### src/rtl/param_sram.sv
// Single-clock word SRAM with a sequential boot-load port, a registered read
// port and a byte-enabled write port. Reads and writes are only served in RUN.
module param_sram #(
  parameter int DATA_W = 32,
  parameter int DEPTH  = 32,
  localparam int ADDR_W = $clog2(DEPTH),
  localparam int NB     = DATA_W / 8
) (
  input  logic              clk,
  input  logic              reset,
  input  logic              init_start,
  input  logic              init_valid,
  input  logic [DATA_W-1:0] init_data,
  input  logic              init_last,
  output logic              init_ready,
  output logic              init_done,
  input  logic              rd_en,
  input  logic [ADDR_W-1:0] rd_addr,
  output logic [DATA_W-1:0] rd_data,
  output logic              rd_valid,
  input  logic              wr_en,
  input  logic [ADDR_W-1:0] wr_addr,
  input  logic [NB-1:0]     wr_be,
  input  logic [DATA_W-1:0] wr_data,
  output logic              req_err
);

  typedef enum logic [1:0] {
    IDLE = 2'd0,
    LOAD = 2'd1,
    RUN  = 2'd2
  } state_t;

  localparam logic [ADDR_W-1:0] LAST_ADDR = ADDR_W'(DEPTH - 1);

  logic [DATA_W-1:0] mem [DEPTH];

  state_t            state_q, state_d;
  logic [ADDR_W-1:0] cnt_q, cnt_d;
  logic [DATA_W-1:0] rd_data_q, rd_data_d;
  logic              rd_valid_q, rd_valid_d;
  logic              req_err_q, req_err_d;

  logic              mem_we;
  logic [ADDR_W-1:0] mem_addr;
  logic [DATA_W-1:0] mem_wdata;
  logic [NB-1:0]     mem_be;

  always_comb begin
    state_d    = state_q;
    cnt_d      = cnt_q;
    rd_data_d  = rd_data_q;
    rd_valid_d = 1'b0;
    req_err_d  = 1'b0;
    mem_we     = 1'b0;
    mem_addr   = cnt_q;
    mem_wdata  = init_data;
    mem_be     = '1;

    case (state_q)
      IDLE: begin
        if (init_start) begin
          state_d = LOAD;
          cnt_d   = '0;
        end
      end
      LOAD: begin
        // The counter stops at the last word instead of wrapping.
        if (init_valid) begin
          mem_we = 1'b1;
          if (init_last || cnt_q == LAST_ADDR) state_d = RUN;
          else                                 cnt_d   = cnt_q + 1'b1;
        end
      end
      RUN: begin
        if (init_start) begin
          state_d = LOAD;
          cnt_d   = '0;
        end
        // Read samples the array before this edge's write: old data on collision.
        if (rd_en) begin
          rd_data_d  = mem[rd_addr];
          rd_valid_d = 1'b1;
        end
        if (wr_en) begin
          mem_we    = 1'b1;
          mem_addr  = wr_addr;
          mem_wdata = wr_data;
          mem_be    = wr_be;
        end
      end
      default: state_d = IDLE;
    endcase

    if (state_q != RUN && (rd_en || wr_en)) req_err_d = 1'b1;
  end

  always_ff @(posedge clk or posedge reset) begin
    if (reset) begin
      state_q    <= IDLE;
      cnt_q      <= '0;
      rd_data_q  <= '0;
      rd_valid_q <= 1'b0;
      req_err_q  <= 1'b0;
    end else begin
      state_q    <= state_d;
      cnt_q      <= cnt_d;
      rd_data_q  <= rd_data_d;
      rd_valid_q <= rd_valid_d;
      req_err_q  <= req_err_d;
    end
  end

  // Storage is deliberately not reset so contents survive a reset mid-load.
  always_ff @(posedge clk) begin
    if (mem_we) begin
      for (int i = 0; i < NB; i++) begin
        if (mem_be[i]) mem[mem_addr][8*i +: 8] <= mem_wdata[8*i +: 8];
      end
    end
  end

  assign init_ready = (state_q == LOAD);
  assign init_done  = (state_q == RUN);
  assign rd_data    = rd_data_q;
  assign rd_valid   = rd_valid_q;
  assign req_err    = req_err_q;

endmodule

### config.mk
export PLATFORM = sky130hd
export DESIGN_NAME = param_sram
export DESIGN_NICKNAME = d
export VERILOG_FILES = /design/src/rtl/param_sram.sv
export SDC_FILE = /design/constraint.sdc
export NUM_CORES = 1
export LEC_CHECK = 0
export CORE_MARGIN = 2
export CORE_UTILIZATION = 30
export CTS_CLUSTER_SIZE = 10
export DETAILED_ROUTE_END_ITERATION = 8
export PLACE_DENSITY = 0.47
export SLEW_MARGIN = 30
export SYNTH_ARGS = -nofsm -noshare
export SYNTH_HDL_FRONTEND = slang
export SYNTH_SLANG_ARGS = --single-unit
### constraint.sdc
create_clock -name clk -period 3.3 [get_ports clk]
set_input_delay 0.33 -clock clk [delete_from_list [all_inputs] [get_ports clk]]
set_output_delay 0.33 -clock clk [all_outputs]
set_load 0.1 [all_outputs]
==> metrics, run 1 <==
Area after DPL 47110 um2; Starting Density 0.3015; FMAX 341.7 MHz; post-route ant nets 0; CP Max Fanout 17; total power approximately 34000 uW; Max clock buf depth 3; DP Worst Slack between 0.15 and 0.2 ns; CTS H-Tree Depth 3; core area around 140000 um2; Ports about 120; Max Slew Vio Count 0; DRT Wirelength 117700 um; drc violations 0; HPWL after DPL between 70000 and 80000 um; yosys warns 0; Chip Width 380.6 um; Tcrit/Tclk final 0.8868; GRT Total Usage 0.1595; Num Clock Sinks 1065; Setup Crit Path Kind register to register; Slew @ Worst Pin approximately 0.99 ns; final setup vio count 0; area of the multi-input gates a little under 10000 um2; Avg Vias per Cell about 4.9; Vias approximately 23000; gr ovfl total 0; initial antenna violation count 2; register area share after synthesis 0.7470; outcome finished clean; vias in the first global route between 20000 and 25000; Port Buffers 120; post-layout min period about 2.9 ns; TritonCTS clock tree built; first-pass GRT wire length between 150000 and 200000 um; TritonCTS Buffers 119; element type at the critical path start register; hold buffers post-CTS 0; max cap viols 0; fin nets between 2000 and 3000; Async SR Flop Fraction 0.03850; CTS Root Cell clkbuf_16; Area Growth Syn to Fin 19.00%; post-DR wirelength/cell approximately 25 um; clk_skew 0.01684 ns; Post-synth EDFFs roughly 1000; critical path capture point type register; RSZ-0062 raised after global routing false; die height 380.6 um; number of setup buffers added after CTS 0; setup TNS 0 ns; Pwr Density 670.5 nW/um2; syn avg cell area about 17 um2; WP data arrival ~3.3 ns; register area between 30000 and 40000 um2; synthesized area about 43000 um2; fillers approximately 13000; Synth Flop Type edfxtp_1; leak pwr about 0.018 uW; die area approximately 140000 um2; ratio of cells with drive above 1 in the final layout 0.1541; largest net degree at the start of global routing between 60 and 70; Core Rows roughly 140; Syn Nets 2524; final setup margin around 0.37 ns; clk_lat worst skew about 0.7 ns; clock-pin slew on the worst setup and hold paths 0.06 ns; Cells after Synth 2433; Max VDD drop between 0.5 and 0.6 mV; WP data required between 3 and 4 ns; Rel. slew slack 0.3397; initial DRC count 1805; synthesized flop and latch total about 1100; Netlist cell types 39; final RePlAce weighted congestion just over 0.8; hold crit path type primary input to asynchronous set/reset pin; Hold Violations, Final 0; first drt pass iteration count 5; Final Cell Area 50620 um2; cts repair resizes 0
==> power breakdown <==
group	internal (uW)	switching, uW
logic	1470	4320
clock network	6990	5060
registers	15700	371
==> layout by cell type (no fill, tap or decap), types with 2 or more instances in the layout <==
master	instances
a22oi_1	128
buf_4	199
nand2_4	2
clkbuf_1	89
and4b_1	2
a22o_1	64
nand2_1	74
and3_1	5
o21ai_2	4
edfxtp_1	1024
mux2_2	34
clkbuf_16	123
inv_6	3
o21ai_0	8
buf_12	23
a221oi_1	64
o21ai_1	3
clkinv_1	2
dfrtp_1	41
a31oi_1	3
nand3b_1	2
clkdlybuf4s50_1	104
ha_1	6
inv_1	5
nand3_1	2
a21oi_1	69
o41ai_2	32
mux2i_1	515
nand2b_1	3
o22ai_1	32
nor2_1	143
nor2b_4	2
==> Yosys cell counts (6+ instances only) <==
cell type | number | area (um2)
clkbuf_4 | 11 | 82.58
o22ai_1 | 32 | 200.2
ha_1 | 6 | 75.07
o21ai_0 | 8 | 40.04
inv_1 | 6 | 22.52
o41ai_2 | 32 | 520.5
mux2i_1 | 515 | 5155
edfxtp_1 | 1024 | 30750
a22oi_1 | 128 | 960.9
nor2_1 | 145 | 544.3
mux2_2 | 34 | 382.9
nand2_1 | 77 | 289.0
dfrtp_1 | 41 | 1026
buf_4 | 26 | 195.2
buf_6 | 13 | 146.4
o21ai_1 | 7 | 35.03
buf_2 | 11 | 55.05
a221oi_1 | 64 | 560.5
buf_1 | 12 | 45.04
clkbuf_1 | 75 | 281.5
a22o_1 | 64 | 560.5
a21oi_1 | 69 | 345.3
==> final timing paths <==
kind / slack, ns / from / end / cells after the start
max: 0.37 / state_q[0] / mem[17][27] / 8
min: 0.08 / reset / rd_valid / 2
max reg2reg: 0.37 / state_q[0] / mem[17][27] / 8
min reg2reg: 0.51 / rd_data[31] / rd_data[31] / 2
max in group asynchronous: 2.30 / reset / rd_data[26] / 3
min in group clk: 0.41 / init_valid / state_q[0] / 5
==> state kept, by name (all words and copies together), names as in the netlist <==
register and cells:
req_err 1, cnt_q 5, rd_valid 1, rd_data 32, mem 1024, state_q 2
==> through the flow <==
stage / instances / utilization / hold WS, ns
after floorplan: 2433 / - / 0.4550
after CTS: 4720 / 0.3588 / 0.08229
final: 4721 / 0.3588 / 0.07550
after detailed placement: 4499 / 0.3339 / 0.4929
after global placement: 4499 / 0.3339 / 0.4905
after global routing: 4720 / 0.3588 / 0.1055
==> layout make-up <==
cell class	count	area share
flip-flops and latches	1065	0.6277
multi-input cells	1210	0.1963
clock buffers	213	0.06768
repair buffers	328	0.05957
well taps	1890	0.04672
clock inverters	8	0.001532
inverters	6	0.0004449
diodes	1	0.00004944
==> logic make-up (layout without fill, tap and decap cells) <==
kind of cell,Yosys count,count (layout),share of synthesized area
AOI/OAI and AO/OA,409,409,0.07660
adders and majority gates,6,6,0.001765
buffers and inverters,158,555,0.02112
DFF,1065,1065,0.7470
muxes,549,549,0.1302
other,0,1,0
and+or+nand+nor,246,246,0.02333
==> critical path: stages, from the launching register on <==
cell and delay [ns]:
dfrtp_1 0.41, inv_1 0.08, ha_1 0.25, nand2_4 0.21, mux2_2 0.40, nor2_1 0.29
nand2_1 0.51, nor2_1 0.26, buf_4 0.21
==> per-layer routing <==
layer  up-vias  track usage  routed length (um)
li1      10370            -                   -
met1     11910       0.2272               53780
met2       657       0.2501               53890
met3       150      0.02967                7206
met4         2      0.04093                2796
met5         -            0                  11
Note: power is estimated with default switching activity, not from simulation.
==> inputs of run 2 (changes only) <==
- SLEW_MARGIN: 30 -> unset
==> run 2 against run 1 <==
Clock skew grew 0.0048 ns. Routed wire length is essentially flat. Non-clock buffer count is the same. Via count grew 0.42%. Sequential share of layout area shrank 0.051 points. First-iteration DRC count grew 3.7%. Die area is the same. Total power grew 0.18%. Hold slack gained 0.020 ns. Cell count grew 0.13%. Setup slack lost 0.062 ns.
==> metrics, run 2 (synthesis results as in run 1) <==
Critical Path Source state_q[0] (unchanged); gr ovfl total 0 (unchanged); Max Slew Vio Count 0 (unchanged); cts repair resizes 0 (unchanged); leak pwr 0.01760 uW (was 0.01759 uW); Pwr Density 671.2 nW/um2 (was 670.5 nW/um2); worst r2r path cells 8 (unchanged); GRT Total Usage 0.1599 (was 0.1595); WP data arrival 3.37 ns (was 3.32 ns); max FFs per register 1024 (unchanged); RR Startpoint state_q[0] (unchanged); fin nets 2823 (was 2821); element type at the critical path start register (unchanged); number of setup buffers added after CTS 0 (unchanged); Setup Crit Path Kind register to register (unchanged); Rel. slew slack 0.2853 (was 0.3397); vias in the first global route 23780 (was 23700); post-DR wirelength/cell 24.91 um (was 24.93 um); area of the multi-input gates 9926 um2 (was 9936 um2); die height 380.6 um (unchanged); final setup vio count 0 (unchanged); outcome finished clean (unchanged); Slew @ Worst Pin 1.072 ns (was 0.9874 ns); hold buffers post-CTS 0 (unchanged); clock-pin slew on the worst setup and hold paths 0.05 ns (was 0.06 ns); RSZ-0062 raised after global routing false (unchanged); Reg power frac 0.473 (was 0.474); Reg2Reg Setup Slack 0.31 ns (was 0.37 ns); CP Max Fanout 17 (unchanged); clk_skew 0.02169 ns (was 0.01684 ns); initial DRC count 1872 (was 1805); Max VDD drop 0.6793 mV (was 0.5531 mV); ratio of cells with drive above 1 in the final layout 0.1548 (was 0.1541); Area Growth Syn to Fin 19.10% (was 19.00%); Min Hold Slack 0.09574 ns (was 0.07550 ns); hold crit path type primary input to asynchronous set/reset pin (unchanged); largest net degree at the start of global routing 62 (unchanged); switching part of the total 0.2868 (was 0.2874); CTS Root Cell clkbuf_16 (unchanged); most flop-heavy register mem (unchanged); post-layout min period 2.988 ns (was 2.926 ns); Area after DPL 47110 um2 (unchanged); max cap viols 0 (unchanged); final RePlAce weighted congestion 0.8171 (unchanged); die area 144800 um2 (unchanged); Final Cell Area 50660 um2 (was 50620 um2); initial antenna violation count 2 (unchanged); most common cell after layout, fill and taps aside edfxtp_1 (unchanged); Port Buffers 120 (unchanged); clk_lat worst skew 0.69 ns (was 0.71 ns); setup TNS 0 ns (unchanged); CTS H-Tree Depth 3 (unchanged); Psw 9753 uW (was 9756 uW); TritonCTS Buffers 121 (was 119); commonest non-fill, non-tap cells in the layout 1024 x edfxtp_1, 515 x mux2i_1, 199 x buf_4, 144 x nor2_1, 128 x a22oi_1 (was 1024 x edfxtp_1, 515 x mux2i_1, 199 x buf_4, 143 x nor2_1, 128 x a22oi_1); Core Rows 138 (unchanged); HPWL after DPL 75370 um (was 75250 um); Num Clock Sinks 1065 (unchanged); DRT Wirelength 117700 um (about the same); Clk pwr share 0.356 (was 0.355); register area 31780 um2 (unchanged); Inst Count DP 4499 (unchanged); first-pass GRT wire length 169400 um (was 168800 um); Chip Width 380.6 um (unchanged); drc violations 0 (unchanged); core area 141100 um2 (unchanged); Starting Density 0.3015 (unchanged); Vias 23180 (was 23090); critical path capture point type register (unchanged); Ports 121 (unchanged); Max clock buf depth 3 (unchanged); Final Non-Filler Cells 4727 (was 4721); Int Power 24250 uW (was 24190 uW); Tcrit/Tclk final 0.9054 (was 0.8868); first drt pass iteration count 5 (unchanged); Avg Vias per Cell 4.905 (was 4.890); WP data required 3.68 ns (was 3.70 ns); total power 34000 uW (was 33940 uW); post-route ant nets 0 (unchanged); FMAX 334.7 MHz (was 341.7 MHz); Hold Violations, Final 0 (unchanged); TritonCTS clock tree built (unchanged); Comb pwr share 0.171 (about the same); fillers 13260 (was 13270); Crit Reg-Reg Endpoint mem[16][25] (was mem[17][27])
[run 2: worst max path at each step]
stage             endpoint  slack [ns]
2_1_floorplan   mem[28][0]        0.04
3_3_place_gp    mem[17][4]        0.18
3_5_place_dp    mem[17][2]        0.17
4_1_cts         mem[17][1]        0.32
5_1_grt         mem[17][3]        0.17
6_report       mem[16][25]        0.31
[run 2: routing by layer]
metal / track usage / vias up / wire, um
met1: 0.2303 / 11970 / 55080
met2: 0.2495 / 689 / 53730
met4: 0.03733 / 2 / 2516
met3: 0.02940 / 155 / 6395
li1: - / 10370 / -
met5: 0 / - / 13
[run 2: critical path, cell delays in order (launching register included)]
cell     delay [ns]
dfrtp_1        0.41
inv_1          0.09
ha_1           0.25
nand2_4        0.20
mux2_2         0.40
nor2_1         0.32
nand2_1        0.51
nor2_1         0.27
buf_4          0.22
[run 2: power by group through the flow]
stage / Clock (uW) / Sequential (uW) / Combinational (uW)
detailed placement: 0 / 16400 / 5840
finish: 12100 / 16100 / 5810
floorplan: 0 / 17600 / 2230
global route: 12900 / 16200 / 6110
global placement: 0 / 16400 / 5760
CTS: 12400 / 16100 / 5860
[run 2: area by class of cell]
type	count	area share
well taps	1890	0.04668
clock inverters	7	0.0009385
clock buffers	220	0.06913
repair buffers	328	0.05962
diodes	1	0.00004939
inverters	6	0.0004446
multi-input cells	1210	0.1959
flip-flops and latches	1065	0.6272
[run 2: through the flow]
step | worst slack, ns | utilization
5_1_grt | 0.1692 | 0.3591
4_1_cts | 0.3218 | 0.3591
3_3_place_gp | 0.1774 | 0.3339
6_report | 0.3121 | 0.3591
2_1_floorplan | 0.03729 | -
3_5_place_dp | 0.1655 | 0.3339
